[src/rtl/apb_slave_regfile_if.sv]
// APB completer bus bundle (8-bit address and data). The master drives the request
// side; the slave returns the registered response.
interface apb_slave_regfile_if;
  logic       P_sel;
  logic       P_enable;
  logic       P_write;
  logic [7:0] P_addr;
  logic [7:0] P_wdata;
  logic [7:0] P_rdata;
  logic       P_ready;
  logic       P_slverr;

  modport master (
    output P_sel, P_enable, P_write, P_addr, P_wdata,
    input  P_rdata, P_ready, P_slverr
  );

  modport slave (
    input  P_sel, P_enable, P_write, P_addr, P_wdata,
    output P_rdata, P_ready, P_slverr
  );
endinterface

[src/rtl/apb_slave_regfile.sv]
// APB completer with a DEPTH x 8 register file and WAIT_CYCLES wait states per transfer.
// All responses are registered; P_ready stays high for one cycle per transfer.
module apb_slave_regfile #(
  parameter int DEPTH       = 16,
  parameter int WAIT_CYCLES = 0
) (
  input  logic                  P_clk,
  input  logic                  P_reset_n,
  apb_slave_regfile_if.slave    bus
);
  localparam int         AW      = (DEPTH > 1) ? $clog2(DEPTH) : 1;
  localparam logic [8:0] DEPTH_W = 9'(DEPTH);

  typedef enum logic [1:0] {ST_IDLE, ST_WAIT, ST_RESP} state_t;

  state_t     state_q, state_d;
  logic [3:0] cnt_q, cnt_d;
  logic [7:0] addr_q, addr_d;
  logic [7:0] wdata_q, wdata_d;
  logic       write_q, write_d;
  logic       err_q, err_d;
  logic       ready_q, ready_d;
  logic       slverr_q, slverr_d;
  logic [7:0] rdata_q, rdata_d;
  logic [7:0] regs_q [DEPTH];
  logic [7:0] regs_d [DEPTH];
  logic       wr_en;
  logic       setup_err;

  function automatic logic [AW-1:0] idx(input logic [7:0] a);
    return a[AW-1:0];
  endfunction

  assign setup_err = ({1'b0, bus.P_addr} >= DEPTH_W);

  always_comb begin
    state_d  = state_q;
    cnt_d    = cnt_q;
    addr_d   = addr_q;
    wdata_d  = wdata_q;
    write_d  = write_q;
    err_d    = err_q;
    ready_d  = 1'b0;
    slverr_d = 1'b0;
    rdata_d  = 8'h00;
    wr_en    = 1'b0;
    unique case (state_q)
      ST_IDLE: begin
        if (bus.P_sel && !bus.P_enable) begin
          addr_d  = bus.P_addr;
          wdata_d = bus.P_wdata;
          write_d = bus.P_write;
          err_d   = setup_err;
          if (WAIT_CYCLES == 0) begin
            // No wait states: the response is built straight from the setup-phase bus.
            state_d  = ST_RESP;
            ready_d  = 1'b1;
            slverr_d = setup_err;
            rdata_d  = (!bus.P_write && !setup_err) ? regs_q[idx(bus.P_addr)] : 8'h00;
          end else begin
            state_d = ST_WAIT;
            cnt_d   = 4'(WAIT_CYCLES - 1);
          end
        end
      end
      ST_WAIT: begin
        if (!bus.P_sel) begin
          state_d = ST_IDLE;
          cnt_d   = 4'd0;
        end else if (bus.P_enable) begin
          if (cnt_q == 4'd0) begin
            state_d  = ST_RESP;
            ready_d  = 1'b1;
            slverr_d = err_q;
            rdata_d  = (!write_q && !err_q) ? regs_q[idx(addr_q)] : 8'h00;
          end else begin
            cnt_d = cnt_q - 4'd1;
          end
        end
      end
      ST_RESP: begin
        state_d = ST_IDLE;
        cnt_d   = 4'd0;
        wr_en   = bus.P_sel && bus.P_enable && write_q && !err_q;
      end
      default: state_d = ST_IDLE;
    endcase
  end

  always_comb begin
    regs_d = regs_q;
    if (wr_en) regs_d[idx(addr_q)] = wdata_q;
  end

  always_ff @(posedge P_clk) begin
    if (!P_reset_n) begin
      state_q  <= ST_IDLE;
      cnt_q    <= 4'd0;
      addr_q   <= 8'h00;
      wdata_q  <= 8'h00;
      write_q  <= 1'b0;
      err_q    <= 1'b0;
      ready_q  <= 1'b0;
      slverr_q <= 1'b0;
      rdata_q  <= 8'h00;
      for (int i = 0; i < DEPTH; i++) regs_q[i] <= 8'h00;
    end else begin
      state_q  <= state_d;
      cnt_q    <= cnt_d;
      addr_q   <= addr_d;
      wdata_q  <= wdata_d;
      write_q  <= write_d;
      err_q    <= err_d;
      ready_q  <= ready_d;
      slverr_q <= slverr_d;
      rdata_q  <= rdata_d;
      regs_q   <= regs_d;
    end
  end

  assign bus.P_ready  = ready_q;
  assign bus.P_slverr = slverr_q;
  assign bus.P_rdata  = rdata_q;
endmodule
[src/flat_wrapper.sv]
// flat-port wrapper written by rule: the top's interface ports become plain ports
module apb_slave_regfile_flat 
#(
  parameter int DEPTH       = 16,
  parameter int WAIT_CYCLES = 0
)
  (P_clk, P_reset_n, bus_P_sel, bus_P_enable, bus_P_write, bus_P_addr, bus_P_wdata, bus_P_rdata, bus_P_ready, bus_P_slverr);
  apb_slave_regfile_if bus_i ();
  input  logic P_clk;
  input  logic P_reset_n;
  input wire logic [$bits(bus_i.P_sel)-1:0] bus_P_sel;
  input wire logic [$bits(bus_i.P_enable)-1:0] bus_P_enable;
  input wire logic [$bits(bus_i.P_write)-1:0] bus_P_write;
  input wire logic [$bits(bus_i.P_addr)-1:0] bus_P_addr;
  input wire logic [$bits(bus_i.P_wdata)-1:0] bus_P_wdata;
  output wire logic [$bits(bus_i.P_rdata)-1:0] bus_P_rdata;
  output wire logic [$bits(bus_i.P_ready)-1:0] bus_P_ready;
  output wire logic [$bits(bus_i.P_slverr)-1:0] bus_P_slverr;
  assign bus_i.P_sel = bus_P_sel;
  assign bus_i.P_enable = bus_P_enable;
  assign bus_i.P_write = bus_P_write;
  assign bus_i.P_addr = bus_P_addr;
  assign bus_i.P_wdata = bus_P_wdata;
  assign bus_P_rdata = bus_i.P_rdata;
  assign bus_P_ready = bus_i.P_ready;
  assign bus_P_slverr = bus_i.P_slverr;
  apb_slave_regfile #(.DEPTH(DEPTH), .WAIT_CYCLES(WAIT_CYCLES)) u_core (.P_clk(P_clk), .P_reset_n(P_reset_n), .bus(bus_i));
endmodule
[config.mk]
export PLATFORM = sky130hd
export DESIGN_NAME = apb_slave_regfile_flat
export DESIGN_NICKNAME = d
export VERILOG_FILES = /design/src/rtl/apb_slave_regfile_if.sv /design/src/rtl/apb_slave_regfile.sv /design/src/flat_wrapper.sv
export SDC_FILE = /design/constraint.sdc
export NUM_CORES = 1
export LEC_CHECK = 0
export CAP_MARGIN = 20
export CORE_MARGIN = 5
export CORE_UTILIZATION = 46
export CTS_BUF_LIST = sky130_fd_sc_hd__clkbuf_4 sky130_fd_sc_hd__clkbuf_8
export CTS_CLUSTER_SIZE = 8
export DETAILED_ROUTE_END_ITERATION = 10
export MAX_ROUTING_LAYER = met4
export PLACE_DENSITY_LB_ADDON = 0.08
export SETUP_SLACK_MARGIN = 0.15
export SYNTH_ARGS = -nofsm -noshare
export SYNTH_HDL_FRONTEND = slang
export SYNTH_SLANG_ARGS = --single-unit
[constraint.sdc]
create_clock -name P_clk -period 3.2 [get_ports P_clk]
set_input_delay 0.32 -clock P_clk [delete_from_list [all_inputs] [get_ports P_clk]]
set_output_delay 0.32 -clock P_clk [all_outputs]
set_load 0.02 [all_outputs]
* Yosys cells after proc, flatten, opt, wreduce, memory -nomap -nowiden
Cells that the tools add are included.
Storage, ports and cells: ROM bits 0, memories kept 0, logic and storage cells 92, bits in registers 158, bits in writable memories 0, bits of input ports 21, output and inout bits 10, latch bits 0
Cells by class: reduce and logical (&&, ||, !) cells 18, mux-type cells 36, order comparisons 4, multiply operators 0, shifts and indexed selects 0, bitwise operators 2, divide/modulo/power cells 0, eq/ne operators 6, add/subtract/negate cells 1
Operators by type and width (count):
- 128-bit bitwise mux | 1
- 8-bit 2-to-1 mux | 11
- 8-bit binary-select mux with 4-bit select | 2
- 8-bit demux with 4-bit select | 1
- 8-bit one-hot mux with 2 select lines | 1
- 4-bit 2-to-1 mux | 3
- 5-bit >= comparator, second input constant | 2
- 4-bit inverter with 5-bit output | 2
- 1-bit 2-to-1 mux | 9
- 8-bit by 5-bit >= comparator with 1-bit output, second input constant | 1
- 2-bit 2-to-1 mux | 4
- 4-bit one-hot mux with 2 select lines | 1
- 1-bit logical AND | 7
- 3-bit inequality test, second input constant | 2
- 3-bit AND reduction | 2
- 1-bit zero test | 5
- 5-bit by 1-bit < comparator with 1-bit output, second input constant | 1
- 4-bit zero test | 1
- 1-bit one-hot mux with 2 select lines | 2
- 2-bit one-hot mux with 2 select lines | 1
- 4-bit by 1-bit subtractor with 4-bit output, second input constant | 1
- 3-bit by 2-bit inequality test with 1-bit output, second input constant | 1
- 2-bit by 1-bit == test with 1-bit output, second input constant | 1
- 2-bit == test, second input constant | 1
- 4 further kinds | 4

* Logic depth before layout (Yosys ltp)
depth in word-level cells 9, gate-level depth with buffers 5, depth with buffers taken out 3

* Worst setup path before layout
OpenSTA, ideal clock, no wires.
path type input port to flip-flop, start input port bus_P_addr[0], end register u_core.rdata_q[0] (netlist: u_core.bus.P_rdata[0]), stages on the path 5, arrival time 1.510 ns, library setup time 0.130 ns, buffers on the path 2, setup slack 1.560 ns, data required time 3.070 ns, cell sequence buf_2 buf_2 mux4_2 mux2i_1 o22ai_1
On the way: longest elaborated chain between the ends 7, elaborated cells on any way between the ends 10, those cells by class order compare (1); mux (6); bitwise (1); reduce/logical (2)
RTL lines:
- start, declared | RTL line flat_wrapper.sv:14 | input wire logic [$bits(bus_i.P_addr)-1:0] bus_P_addr;
- 4-bit inverter with 5-bit output (not written as such) | RTL line apb_slave_regfile.sv:59 | rdata_d = (!bus.P_write && !setup_err) ? regs_q[idx(bus.P_addr)] : 8'h00;
- 8-bit binary-select mux with 4-bit select | RTL line apb_slave_regfile.sv:59
- 8-bit 2-to-1 mux (not written as such) (2 in a row) | RTL line apb_slave_regfile.sv:59
- 8-bit 2-to-1 mux (*) | RTL line apb_slave_regfile.sv:59
- 8-bit 2-to-1 mux (*) | RTL line apb_slave_regfile.sv:49 | if (bus.P_sel && !bus.P_enable) begin
- 8-bit one-hot mux with 2 select lines (*) | RTL line apb_slave_regfile.sv:47 | unique case (state_q)
- end signal, assigned | RTL line apb_slave_regfile.sv:116 | rdata_q <= rdata_d;
- end, declared | RTL line apb_slave_regfile.sv:24 | logic [7:0] rdata_q, rdata_d;
Every way passes the cells marked *; elsewhere a longest branch is shown, timed or not. The select of a mux whose other input is x is not followed. A chain may end at the register's enable or synchronous reset.

* Worst setup path in the final report
start register u_core.state_q[1], end register u_core.regs_q[86] in the netlist's numbering
On the way: longest elaborated chain between the ends 2
RTL lines:
- start, declared | RTL line apb_slave_regfile.sv:16 | state_t state_q, state_d;
- start signal, assigned | RTL line apb_slave_regfile.sv:108 | state_q <= state_d;
- 2-bit == test | RTL line apb_slave_regfile.sv:47
- 1-bit 2-to-1 mux | RTL line apb_slave_regfile.sv:47
- end signal, assigned | RTL line apb_slave_regfile.sv:117 | regs_q <= regs_d;
- end, declared | RTL line apb_slave_regfile.sv:25 | logic [7:0] regs_q [DEPTH];
Every way passes these cells.

==> results.toml <==
[worst_setup_path]
path_buf_inv = 0
cp_max_fo = 9
start_kind = "flop"
crit_chain = "nand2b_1 -> or4b_1 -> mux2i_1"
required_ns = 3.50
timing.rr.start = "u_core.state_q[1]"
crit_arrival_ns = 2.36
startpoint = "u_core.state_q[1]"
slowest_stage = "or4b_1"
critPathMaxStageDelay_ns = 0.87
end_kind = "flop"
worstSetupPathType = "flop to flop"
crit_family = "simple AND/OR/NAND/NOR gates"

[pwr]
p_leak_nw = 2.99
cellPowerDensity_nw_per_um2 = 470
max-vdd-ir-drop_uv = 367

[synth]
synth_top_area_cell = "dfxtp_1"
synth.cell_area_sq_um = 6630
synthTopCellsByArea = "dfxtp_1 (46%), mux2i_1 (22%), mux4_2 (11%), nand2_1 (9.3%), nor4_4 (2.2%)"
dominantRegCellSynth = "dfxtp_1"
ys_types = 29
synth-seq-area-share_pct = 46.2
ys_async_sr_fraction_pct = 0
synth_edf_count = 0
synth_top_area_share_pct = 46.2
yosysWarnings = 0
ys_ff_latch = 153
synth_nets = 624
syn_avg_cell_area_sq_um = 11.0
syn_inst = 603

[floorplan]
die_y_um = 130
fp.dieW_um = 130
initial_core_util_pct = 47.4
dieArea_sq_um = 16900
core_sq_um = 14000
io_pins = 31
rows = 43

[min_path]
worstHoldPathType = "input port to flop"
min-delay-start = "P_reset_n"

[cells_and_area]
syn_to_final_growth_pct = 11.9
antenna_cells = 0
nets = 641
layout-drive-gt1-share_pct = 15.5
stdcell_count = 813

[timing]
fin_setup_tns_ns = 0
setup_viol = 0
fmax_mhz = 486
slew_headroom_pct = 49.0
hold_viol = 0
tightestPinTransition_ns = 0.759
min_period_ns = 2.06
fin_hold_ws_ns = 0.324
finalMaxSlewViolations = 0
fin_crit_sh_pct = 64.3
worst_clock_skew_ns = 0.00817
finalWorstSetupSlack_ns = 1.14
rsz0062_at_grt = "no"

[drt]
drt-wirelength-per-cell_um = 18.8
route.detailed.drc = 0
vias = 4455
ant_nets = 0
first_pass_iters = 4
drtIter0Drc = 187
drt-total-wl_mm = 15.3
viasPerCell = 5.48

[global_route]
grt_pass1_wl_mm = 24.4
grt_overflow_total = 0
grt_use_total_pct = 19.6
grt_pass1_vias = 4640
grt_antenna_before_repair = 0
grt_max_degree = 71

[cts]
cts.clk_slew.worst_paths_ns = 0.08
tritoncts = "yes"
ctsHoldBuffers = 0
cts_sinks = 153
cts_post_setup_buffers_inserted = 0
numCtsBuffers = 17
htree_levels = 4
cts-resized-gates = 0
clockRootBuffer = "clkbuf_8"
clock_latency_ns = 0.45
clockBufferDepth = 2

[placement]
port_buffers = 30
place_congestion = 0.772
dp.cells = 781
dpl.hpwl_mm = 10.1
dp_slack_ns = 0.834

[job]
drv_cap = 0

[run_status]
run_status = "complete, no violations"
-- registers in the layout, indices dropped and copies added, names as in the netlist --
register and cells:
u_core.state_q 1, u_core.bus.P_slverr 1, u_core.bus.P_rdata 8, u_core.write_q 1, u_core.regs_q 128, u_core.addr_q 4, u_core.bus.P_ready 1, u_core.err_q 1
u_core.wdata_q 8
-- cells in the final DEF (no fill, tap or decap), types with 5 or more instances in the layout --
master | netlist | final
a21boi_0 | 13 | 13
buf_4 | 1 | 17
clkbuf_8 | 0 | 20
clkdlybuf4s50_1 | 0 | 28
clkinv_2 | 0 | 5
dfxtp_1 | 153 | 153
mux2i_1 | 144 | 144
mux4_2 | 32 | 32
nand2_1 | 165 | 165
nor4_4 | 7 | 7
o22ai_1 | 8 | 8
-- layout make-up --
type,instances,area (sq um)
clock inverter,8,70.1
fill,1276,6570
multi-input combinational,401,3340
inverter,1,3.75
sequential,153,3060
timing repair buffer,46,413
clock buffer,24,305
tap,180,225
-- worst min-delay path: cells and delay by family --
kind | cells | cell delay, ns
muxes | 1 | 0.05
buffers and inverters | 1 | 0.24
and+or+nand+nor | 1 | 0.11
-- routing by layer --
metal  track usage, %  up-vias  wire [um]
li1                 -     2141          -
met4             8.56        0        380
met5                -        -          0
met3             4.05       32        460
met2             32.0       67       7480
met1             23.7     2215       6940
-- power breakdown --
part           leakage, nW  switching [mW]  internal (mW)
Clock                0.196           0.693          0.704
Combinational         1.56           0.103         0.0646
Sequential            1.23          0.0108           1.91
-- per-stage QoR --
stage	area, sq um	util, %	total power [mW]
3_3_place_gp	7040	50.3	2.13
6_report	7420	53.0	3.49
5_1_grt	7420	53.0	3.61
4_1_cts	7420	53.0	3.52
3_5_place_dp	7040	50.3	2.14
2_1_floorplan	6630	-	2.08
-- synthesized netlist by cell type (2+ instances only) --
cell type,instances
nor2_1,2
o22ai_1,8
nor4_4,7
clkbuf_1,31
a21boi_0,13
nor2b_1,4
buf_1,3
nand4_1,4
buf_2,8
dfxtp_1,153
nand2b_1,4
mux2i_1,144
buf_6,5
nand2_1,165
nand4b_1,3
or4_4,3
and4bb_2,3
mux4_2,32
-- final timing paths --
path	end	slack, ns	cells past startpoint
setup reg to reg	u_core.regs_q[86]	1.14	3
hold reg to reg	u_core.regs_q[16]	0.46	2
hold / removal	u_core.regs_q[49]	0.32	3
setup / recovery	u_core.regs_q[86]	1.14	3
-- logic make-up after synthesis --
| kind of cell | count (synthesis) | share of synthesized area, % |
|---|---|---|
| DFF | 153 | 46.2 |
| and+or+nand+nor | 203 | 15.3 |
| AOI/OAI and AO/OA | 22 | 2.38 |
| muxes | 176 | 32.6 |
| buffers and inverters | 49 | 3.55 |
No activity file was read; power rests on OpenSTA's default activity.
